$ cat src/rtl/mem_pkg.sv
// Shared types and constants for the memory access controller and its wait counter.
package mem_pkg;

  localparam int unsigned SRAM_AW   = 20;
  localparam int unsigned CNT_W     = 4;
  localparam logic [15:0] MMIO_ADDR = 16'hFFFF;

  typedef enum logic [2:0] {
    IDLE,
    READ,
    WRITE,
    DONE,
    REARM
  } mem_state_t;

endpackage

$ cat src/rtl/mem_wait_counter.sv
// Loadable down-counter with a zero flag; it times the strobe width for both READ and WRITE.
module mem_wait_counter #(
  parameter int unsigned WIDTH = 4
) (
  input  logic             i_clk,
  input  logic             i_rst,
  input  logic             i_load,
  input  logic [WIDTH-1:0] i_load_val,
  input  logic             i_dec,
  output logic             o_zero
);

  logic [WIDTH-1:0] r_count;

  always_ff @(posedge i_clk) begin
    if (i_rst) begin
      r_count <= '0;
    end else if (i_load) begin
      r_count <= i_load_val;
    end else if (i_dec && (r_count != '0)) begin
      r_count <= r_count - WIDTH'(1);
    end
  end

  assign o_zero = (r_count == '0);

endmodule

$ cat src/rtl/mem_access_ctrl.sv
// Turns level-held Mem_OE/Mem_WE requests into timed asynchronous-SRAM cycles with a Mem_Ready pulse.
// Define MEM_MMIO_EN to map address 0xFFFF onto the switches (read) and the hex latch (write).
module mem_access_ctrl
  import mem_pkg::*;
#(
  parameter int unsigned WAIT_CYCLES = 1,
  parameter logic [3:0]  ADDR_HI     = 4'h0
) (
  input  logic               Clk,
  input  logic               Reset,
  input  logic               Mem_OE,
  input  logic               Mem_WE,
  input  logic [15:0]        ADDR,
  input  logic [15:0]        Data_from_CPU,
  output logic [15:0]        Data_to_CPU,
  output logic               Mem_Ready,
  input  logic [15:0]        SW,
  output logic [15:0]        HEX_Reg,
  output logic               CE_N,
  output logic               OE_N,
  output logic               WE_N,
  output logic               UB_N,
  output logic               LB_N,
  output logic [SRAM_AW-1:0] SRAM_ADDR,
  output logic [15:0]        SRAM_DQ_out,
  output logic               SRAM_DQ_oe,
  input  logic [15:0]        SRAM_DQ_in
);

  mem_state_t  r_state;
  mem_state_t  w_next;
  logic [15:0] r_addr;
  logic [15:0] r_data;
  logic [15:0] r_rdata;
  logic        r_wr;
  logic        w_zero;
  logic        w_mmio;
  logic        w_load;
  logic        w_dec;
  logic        w_finish;
  logic [15:0] w_rd_src;

  assign w_load   = (r_state == IDLE) && (Mem_OE || Mem_WE);
  assign w_dec    = (r_state == READ) || (r_state == WRITE);
  assign w_finish = w_mmio || w_zero;

  mem_wait_counter #(
    .WIDTH (CNT_W)
  ) u_wait (
    .i_clk      (Clk),
    .i_rst      (Reset),
    .i_load     (w_load),
    .i_load_val (CNT_W'(WAIT_CYCLES)),
    .i_dec      (w_dec),
    .o_zero     (w_zero)
  );

`ifdef MEM_MMIO_EN
  logic [15:0] r_hex;

  assign w_mmio   = (r_addr == MMIO_ADDR);
  assign w_rd_src = w_mmio ? SW : SRAM_DQ_in;

  always_ff @(posedge Clk) begin
    if (Reset) begin
      r_hex <= '0;
    end else if ((r_state == WRITE) && w_mmio) begin
      r_hex <= r_data;
    end
  end

  assign HEX_Reg = r_hex;
`else
  logic w_unused;

  assign w_mmio   = 1'b0;
  assign w_rd_src = SRAM_DQ_in;
  assign HEX_Reg  = '0;
  assign w_unused = ^SW;
`endif

  always_ff @(posedge Clk) begin
    if (Reset) begin
      r_state <= IDLE;
    end else begin
      r_state <= w_next;
    end
  end

  always_comb begin
    w_next = r_state;
    unique case (r_state)
      IDLE: begin
        if (Mem_WE) begin
          w_next = WRITE;
        end else if (Mem_OE) begin
          w_next = READ;
        end
      end
      READ:  if (w_finish) w_next = DONE;
      WRITE: if (w_finish) w_next = DONE;
      DONE:  w_next = REARM;
      REARM: if (!Mem_OE && !Mem_WE) w_next = IDLE;
      default: w_next = IDLE;
    endcase
  end

  always_comb begin
    CE_N       = 1'b1;
    OE_N       = 1'b1;
    WE_N       = 1'b1;
    UB_N       = 1'b1;
    LB_N       = 1'b1;
    SRAM_DQ_oe = 1'b0;
    Mem_Ready  = 1'b0;
    unique case (r_state)
      READ: begin
        if (!w_mmio) begin
          CE_N = 1'b0;
          OE_N = 1'b0;
          UB_N = 1'b0;
          LB_N = 1'b0;
        end
      end
      WRITE: begin
        if (!w_mmio) begin
          CE_N       = 1'b0;
          WE_N       = 1'b0;
          UB_N       = 1'b0;
          LB_N       = 1'b0;
          SRAM_DQ_oe = 1'b1;
        end
      end
      DONE: begin
        Mem_Ready  = 1'b1;
        // Keep driving the pad one cycle past WE_N rising for data hold.
        SRAM_DQ_oe = r_wr && !w_mmio;
      end
      default: ;
    endcase
  end

  always_ff @(posedge Clk) begin
    if (Reset) begin
      r_addr  <= '0;
      r_data  <= '0;
      r_wr    <= 1'b0;
      r_rdata <= '0;
    end else begin
      if (w_load) begin
        r_addr <= ADDR;
        r_data <= Data_from_CPU;
        r_wr   <= Mem_WE;
      end
      if ((r_state == READ) && w_finish) begin
        r_rdata <= w_rd_src;
      end
    end
  end

  assign Data_to_CPU = r_rdata;
  assign SRAM_ADDR   = {ADDR_HI, r_addr};
  assign SRAM_DQ_out = r_data;

endmodule

$ cat config.mk
export PLATFORM = sky130hd
export DESIGN_NAME = mem_access_ctrl
export DESIGN_NICKNAME = d
export VERILOG_FILES = /design/src/rtl/mem_pkg.sv /design/src/rtl/mem_wait_counter.sv /design/src/rtl/mem_access_ctrl.sv
export SDC_FILE = /design/constraint.sdc
export NUM_CORES = 1
export LEC_CHECK = 0
export CAP_MARGIN = 25
export CORE_MARGIN = 2
export CORE_UTILIZATION = 41
export DETAILED_ROUTE_END_ITERATION = 12
export GPL_TIMING_DRIVEN = 1
export PLACE_DENSITY_LB_ADDON = 0.3
export SYNTH_ARGS = -nofsm -noshare
export SYNTH_HDL_FRONTEND = slang
export SYNTH_SLANG_ARGS = --single-unit
$ cat constraint.sdc
create_clock -name Clk -period 3.1 [get_ports Clk]
set_input_delay 0.62 -clock Clk [delete_from_list [all_inputs] [get_ports Clk]]
set_output_delay 0.62 -clock Clk [all_outputs]
set_load 0.02 [all_outputs]
==> run summary, run 1 <==
post-route setup slack -> 450.3 ps
Gate Count Post-Synth -> 303
maxcap violations -> 0
commonest non-fill, non-tap cell in the layout -> clkdlybuf4s50_1
R2R Path End -> u_wait.r_count[1]$_SDFFE_PP0P_
number of synthesized register bits -> 56
LEAKAGE -> 1.292 nW
Fin Hold WS -> 477.2 ps
gpl congestion -> 0.7557
sequential area share after synthesis -> 44.36%
pre-CTS setup slack -> 727.4 ps
cts repair resizes -> 0
WL final -> 6384 um
depth of the most critical reg-to-reg path -> 3
HPWL after DPL -> 4262 um
Post-synth EDFFs -> 0
outcome -> finished, final reports clean
Hold Crit Class -> reg -> reg
Ys Warns -> 0
endpoint type of the worst setup path -> output port
reg-to-reg startpoint -> r_state[2]$_SDFFE_PP0P_
CTS tree -> yes
hold_buf cts -> 0
Setup Skew -> 6.171 ps
layout cells sized above 1 -> 6.122%
non-filler instance count after layout -> 467
nets@finish -> 460
Synth Area per Inst -> 8.341 um^2
Antenna Cells -> 0
combinational power share -> 52.3%
worst slew pin tran -> 979.8 ps
Top Ports -> 143
post-CTS setup buffers -> 0
Synth cell types -> 41
Pre-Repair DR Iteration Count -> 5
Finish-stage setup viols -> 0
Switching Fraction -> 42.02%
vias in the first global route -> 2234
Fmax achieved -> 377.4 MHz
ys async rst share -> 0%
Post-DRT Antenna Nets -> 0
DR WL/cell -> 13.67 um
routed vias -> 2456
largest net degree at the start of global routing -> 36
Clk network pwr share -> 14.9%
most frequent cells in the layout -> 105 x clkdlybuf4s50_1, 56 x dfxtp_1, 51 x o21ai_0
TritonCTS Buffers -> 5
Die H -> 82.52 um
slew margin rel. -> 34.68%
Sink Count -> 56
total congestion overflow -> 0
fin. max-slew vios -> 0
internal power -> 1.827 mW
final core utilization -> 60.23%
Synth Flop Type -> dfxtp_1
Core Region -> 5956 um^2
All-Layer GR Usage -> 18.81%
Tot Pwr -> 3.150 mW
layout overhead on the synthesized area -> 41.93%
htree depth -> 2
Arr. time, crit path -> 2030 ps
first-pass GRT wire length -> 9970 um
setup TNS -> 0 ps
worst reg2reg setup slack -> 1110 ps
Cell Area, Synth -> 2527 um^2
Sequential Power Share -> 32.7%
RSZ-0062 raised after global routing -> no
initial cell density of the core -> 42.44%
# placed instances -> 458
Period Utilization, post-route -> 85.48%
Final Hold Fails -> 0
Setup crit start kind -> flip-flop
num rows -> 28
worst endpoint required time -> 2480 ps
chip width -> 82.52 um
Skew-Pair Late Insertion Delay -> 310 ps
DRT iter0 DRCs -> 103
Clock Pin Slew Worst Setup and Hold Paths -> 90 ps
Crit Path Max Fanout -> 10
Cell Area, Placed -> 3468 um^2
post-layout min period -> 2650 ps
clk buf depth -> 2
design area -> 3587 um^2
peak supply drop -> 0.5467 mV
Die Area -> 6809 um^2
Worst Hold Path Cells -> 2
Pwr per Cell Area -> 878.2 nW/um^2
DRC violations left -> 0
Hold Crit Start -> r_addr[7]$_SDFFE_PP0P_
Setup Crit Path Kind -> reg -> out
Port Buf Inserts -> 106
Root Driver -> clkbuf_8
net switching power -> 1.324 mW
initial antenna violation count -> 0
detailed-route vias per instance -> 5.259
worst min-delay path endpoint -> r_addr[7]$_SDFFE_PP0P_
-- power groups by stage --
stage | Clock (mW) | Sequential, mW | Combinational [mW]
3_3_place_gp | 0 | 1.04 | 1.61
2_1_floorplan | 0 | 1.18 | 0.987
6_report | 0.471 | 1.03 | 1.65
5_1_grt | 0.512 | 1.06 | 1.81
4_1_cts | 0.489 | 1.03 | 1.63
3_5_place_dp | 0 | 1.05 | 1.63
-- metal layers --
layer	global-route usage (%)	wire length, um
met1	21.29	2636
met2	31.94	2979
met3	7.609	634
met4	6.721	133
met5	0	0
-- state kept, by name (all words and copies together) (netlist names) --
register,cells
Data_to_CPU,16
SRAM_DQ_out,16
r_addr,16
u_wait.r_count,4
r_state,3
r_wr,1
-- worst max-delay path: stages (launching register included) --
cell,delay [ps]
dfxtp_1,610
nor2b_1,290
a21boi_0,200
clkdlybuf4s50_1,620
-- area by class of cell --
type                    count  area (um^2)
flip-flops and latches     56         1121
clock buffers               6        72.57
clock inverters             2        35.03
multi-input cells         210         1137
inverters                   6        22.52
repair buffers            112         1105
well taps                  75        93.84
fillers                   540         2369
-- cell usage after synthesis, types with 2 or more instances --
master,n,share of area (%)
a21oi_1,50,9.9
a31oi_1,2,0.49
buf_2,6,1.2
buf_4,23,6.8
buf_6,5,2.2
clkbuf_1,15,2.2
dfxtp_1,56,44
inv_1,5,0.74
nand2_1,3,0.45
nand2b_1,2,0.49
nand3_1,48,9.5
nand4_1,2,0.49
nor2_1,6,0.89
nor2b_1,2,0.49
nor3_1,2,0.40
o21ai_0,51,10
-- cell families (layout without fill, tap and decap cells) --
family                     count (synthesis)  count (layout)  synth area share, %
muxes                                      1               1               0.3961
buffers and inverters                     56             126                13.56
DFF                                       56              56                44.36
xor gates and xnor gates                   2               2               0.6932
AOI/OAI and AO/OA                        111             111                23.51
adders and majority gates                  1               1               0.4950
other                                      1              20               0.1484
and+or+nand+nor                           75              75                16.83
-- worst max-delay path by stage --
stage / slack, ps / cells past startpoint / to / startpoint
after floorplan: 1280 / 3 / SRAM_DQ_oe / r_state[1]$_SDFFE_PP0P_
after CTS: 430 / 3 / SRAM_DQ_oe / r_state[1]$_SDFFE_PP0P_
after global routing: 300 / 3 / SRAM_DQ_oe / r_state[1]$_SDFFE_PP0P_
after global placement: 770 / 5 / SRAM_DQ_out[12]$_SDFFE_PP0P_ / Mem_WE
after detailed placement: 730 / 5 / SRAM_DQ_out[12]$_SDFFE_PP0P_ / Mem_WE
final: 450 / 3 / SRAM_DQ_oe / r_state[1]$_SDFFE_PP0P_
Power figures use the tool's default switching activity.
==> inputs of run 2 (changes only) <==
--- a/config.mk
+++ b/config.mk
@@ -7,7 +7,7 @@
 export LEC_CHECK = 0
 export CAP_MARGIN = 25
 export CORE_MARGIN = 2
-export CORE_UTILIZATION = 41
+export CORE_UTILIZATION = 31
 export DETAILED_ROUTE_END_ITERATION = 12
 export GPL_TIMING_DRIVEN = 1
 export PLACE_DENSITY_LB_ADDON = 0.3
==> run summary, run 2 (same netlist as run 1, synthesis figures left out) <==
Top Ports -> 143 (unchanged)
Root Driver -> clkbuf_8 (unchanged)
chip width -> 94.30 um (was 82.52 um)
Setup Skew -> 13.05 ps (was 6.171 ps)
hold_buf cts -> 0 (unchanged)
Clock Pin Slew Worst Setup and Hold Paths -> 100 ps (was 90 ps)
DR WL/cell -> 13.79 um (was 13.67 um)
pre-CTS setup slack -> 771.2 ps (was 727.4 ps)
most frequent cells in the layout -> 105 x clkdlybuf4s50_1, 56 x dfxtp_1, 51 x o21ai_0 (unchanged)
fin. max-slew vios -> 0 (unchanged)
outcome -> finished, final reports clean (unchanged)
Core Region -> 7807 um^2 (was 5956 um^2)
layout overhead on the synthesized area -> 43.27% (was 41.93%)
Arr. time, crit path -> 2050 ps (was 2030 ps)
Antenna Cells -> 0 (unchanged)
Switching Fraction -> 42.47% (was 42.02%)
Post-DRT Antenna Nets -> 0 (unchanged)
internal power -> 1.829 mW (was 1.827 mW)
Skew-Pair Late Insertion Delay -> 320 ps (was 310 ps)
non-filler instance count after layout -> 494 (was 467)
Pre-Repair DR Iteration Count -> 4 (was 5)
post-route setup slack -> 432.3 ps (was 450.3 ps)
Period Utilization, post-route -> 86.05% (was 85.48%)
maxcap violations -> 0 (unchanged)
clk buf depth -> 2 (unchanged)
Setup crit start kind -> flip-flop (unchanged)
layout cells sized above 1 -> 6.378% (was 6.122%)
RSZ-0062 raised after global routing -> no (unchanged)
Port Buf Inserts -> 106 (unchanged)
Hold Crit Class -> reg -> reg (unchanged)
CTS tree -> yes (unchanged)
commonest non-fill, non-tap cell in the layout -> clkdlybuf4s50_1 (unchanged)
post-CTS setup buffers -> 0 (unchanged)
peak supply drop -> 0.4060 mV (was 0.5467 mV)
vias in the first global route -> 2234 (unchanged)
HPWL after DPL -> 4461 um (was 4262 um)
htree depth -> 2 (unchanged)
setup TNS -> 0 ps (unchanged)
total congestion overflow -> 0 (unchanged)
worst endpoint required time -> 2480 ps (about the same)
Fmax achieved -> 374.9 MHz (was 377.4 MHz)
gpl congestion -> 0.7286 (was 0.7557)
initial antenna violation count -> 0 (unchanged)
post-layout min period -> 2668 ps (was 2650 ps)
Fin Hold WS -> 479.5 ps (was 477.2 ps)
DRC violations left -> 0 (unchanged)
slew margin rel. -> 54.97% (was 34.68%)
Die H -> 94.30 um (was 82.52 um)
num rows -> 32 (was 28)
DRT iter0 DRCs -> 96 (was 103)
# placed instances -> 486 (was 458)
combinational power share -> 52.1% (was 52.3%)
Setup Crit Path Kind -> reg -> out (unchanged)
WL final -> 6812 um (was 6384 um)
largest net degree at the start of global routing -> 36 (unchanged)
endpoint type of the worst setup path -> output port (unchanged)
first-pass GRT wire length -> 10810 um (was 9970 um)
nets@finish -> 460 (unchanged)
Crit Path Max Fanout -> 10 (unchanged)
TritonCTS Buffers -> 5 (unchanged)
Die Area -> 8892 um^2 (was 6809 um^2)
detailed-route vias per instance -> 4.856 (was 5.259)
net switching power -> 1.350 mW (was 1.324 mW)
Sequential Power Share -> 32.4% (was 32.7%)
Clk network pwr share -> 15.4% (was 14.9%)
initial cell density of the core -> 32.37% (was 42.44%)
Pwr per Cell Area -> 878.0 nW/um^2 (was 878.2 nW/um^2)
Final Hold Fails -> 0 (unchanged)
routed vias -> 2399 (was 2456)
Sink Count -> 56 (unchanged)
Finish-stage setup viols -> 0 (unchanged)
LEAKAGE -> 1.289 nW (was 1.292 nW)
cts repair resizes -> 0 (unchanged)
worst slew pin tran -> 675.5 ps (was 979.8 ps)
All-Layer GR Usage -> 15.27% (was 18.81%)
[run 2: power groups by stage]
stage                     combinational (mW)  sequential (mW)  clock (mW)
after floorplan                        0.987             1.18           0
after global placement                  1.66             1.04           0
after detailed placement                1.67             1.04           0
after CTS                               1.68             1.03       0.509
after global routing                    1.82             1.06       0.540
final                                   1.66             1.03       0.491
[run 2: worst max-delay path, cell delays in order, from the launching register on]
cell and delay [ps]:
dfxtp_1 610, nor2b_1 310, a21boi_0 200, clkdlybuf4s50_1 620
[run 2: through the flow]
| stage | instance area (um^2) | utilization (%) | power (mW) |
|---|---|---|---|
| finish | 3621 | 46.38 | 3.179 |
| global route | 3621 | 46.38 | 3.416 |
| CTS | 3621 | 46.38 | 3.216 |
| detailed placement | 3510 | 44.95 | 2.715 |
| global placement | 3510 | 44.95 | 2.699 |
| floorplan | 2599 | - | 2.168 |
[run 2: cell type report]
type,instances,area [um^2]
sequential,56,1121
tap,102,127.6
clock inverter,3,42.54
fill,804,4187
inverter,6,22.52
clock buffer,5,68.82
multi-input combinational,210,1137
timing repair buffer,112,1101
[run 2: path summary, 6_finish.rpt]
| kind | start | endpoint | slack (ps) | depth (start not counted) |
|---|---|---|---|---|
| setup / recovery | r_state[1]$_SDFFE_PP0P_ | SRAM_DQ_oe | 430 | 3 |
| hold / removal | Data_to_CPU[9]$_SDFFE_PP0P_ | Data_to_CPU[9]$_SDFFE_PP0P_ | 480 | 2 |
| setup reg to reg | u_wait.r_count[0]$_SDFFE_PP0P_ | u_wait.r_count[1]$_SDFFE_PP0P_ | 1300 | 5 |
| hold reg to reg | Data_to_CPU[9]$_SDFFE_PP0P_ | Data_to_CPU[9]$_SDFFE_PP0P_ | 480 | 2 |
[run 2: metal layers]
layer / track usage [%] / vias up / routed length [um]
met4: 4.106 / 0 / 71
li1: - / 1198 / -
met5: 0 / - / 0
met1: 18.29 / 1101 / 2948
met2: 24.64 / 94 / 3025
met3: 7.063 / 6 / 767
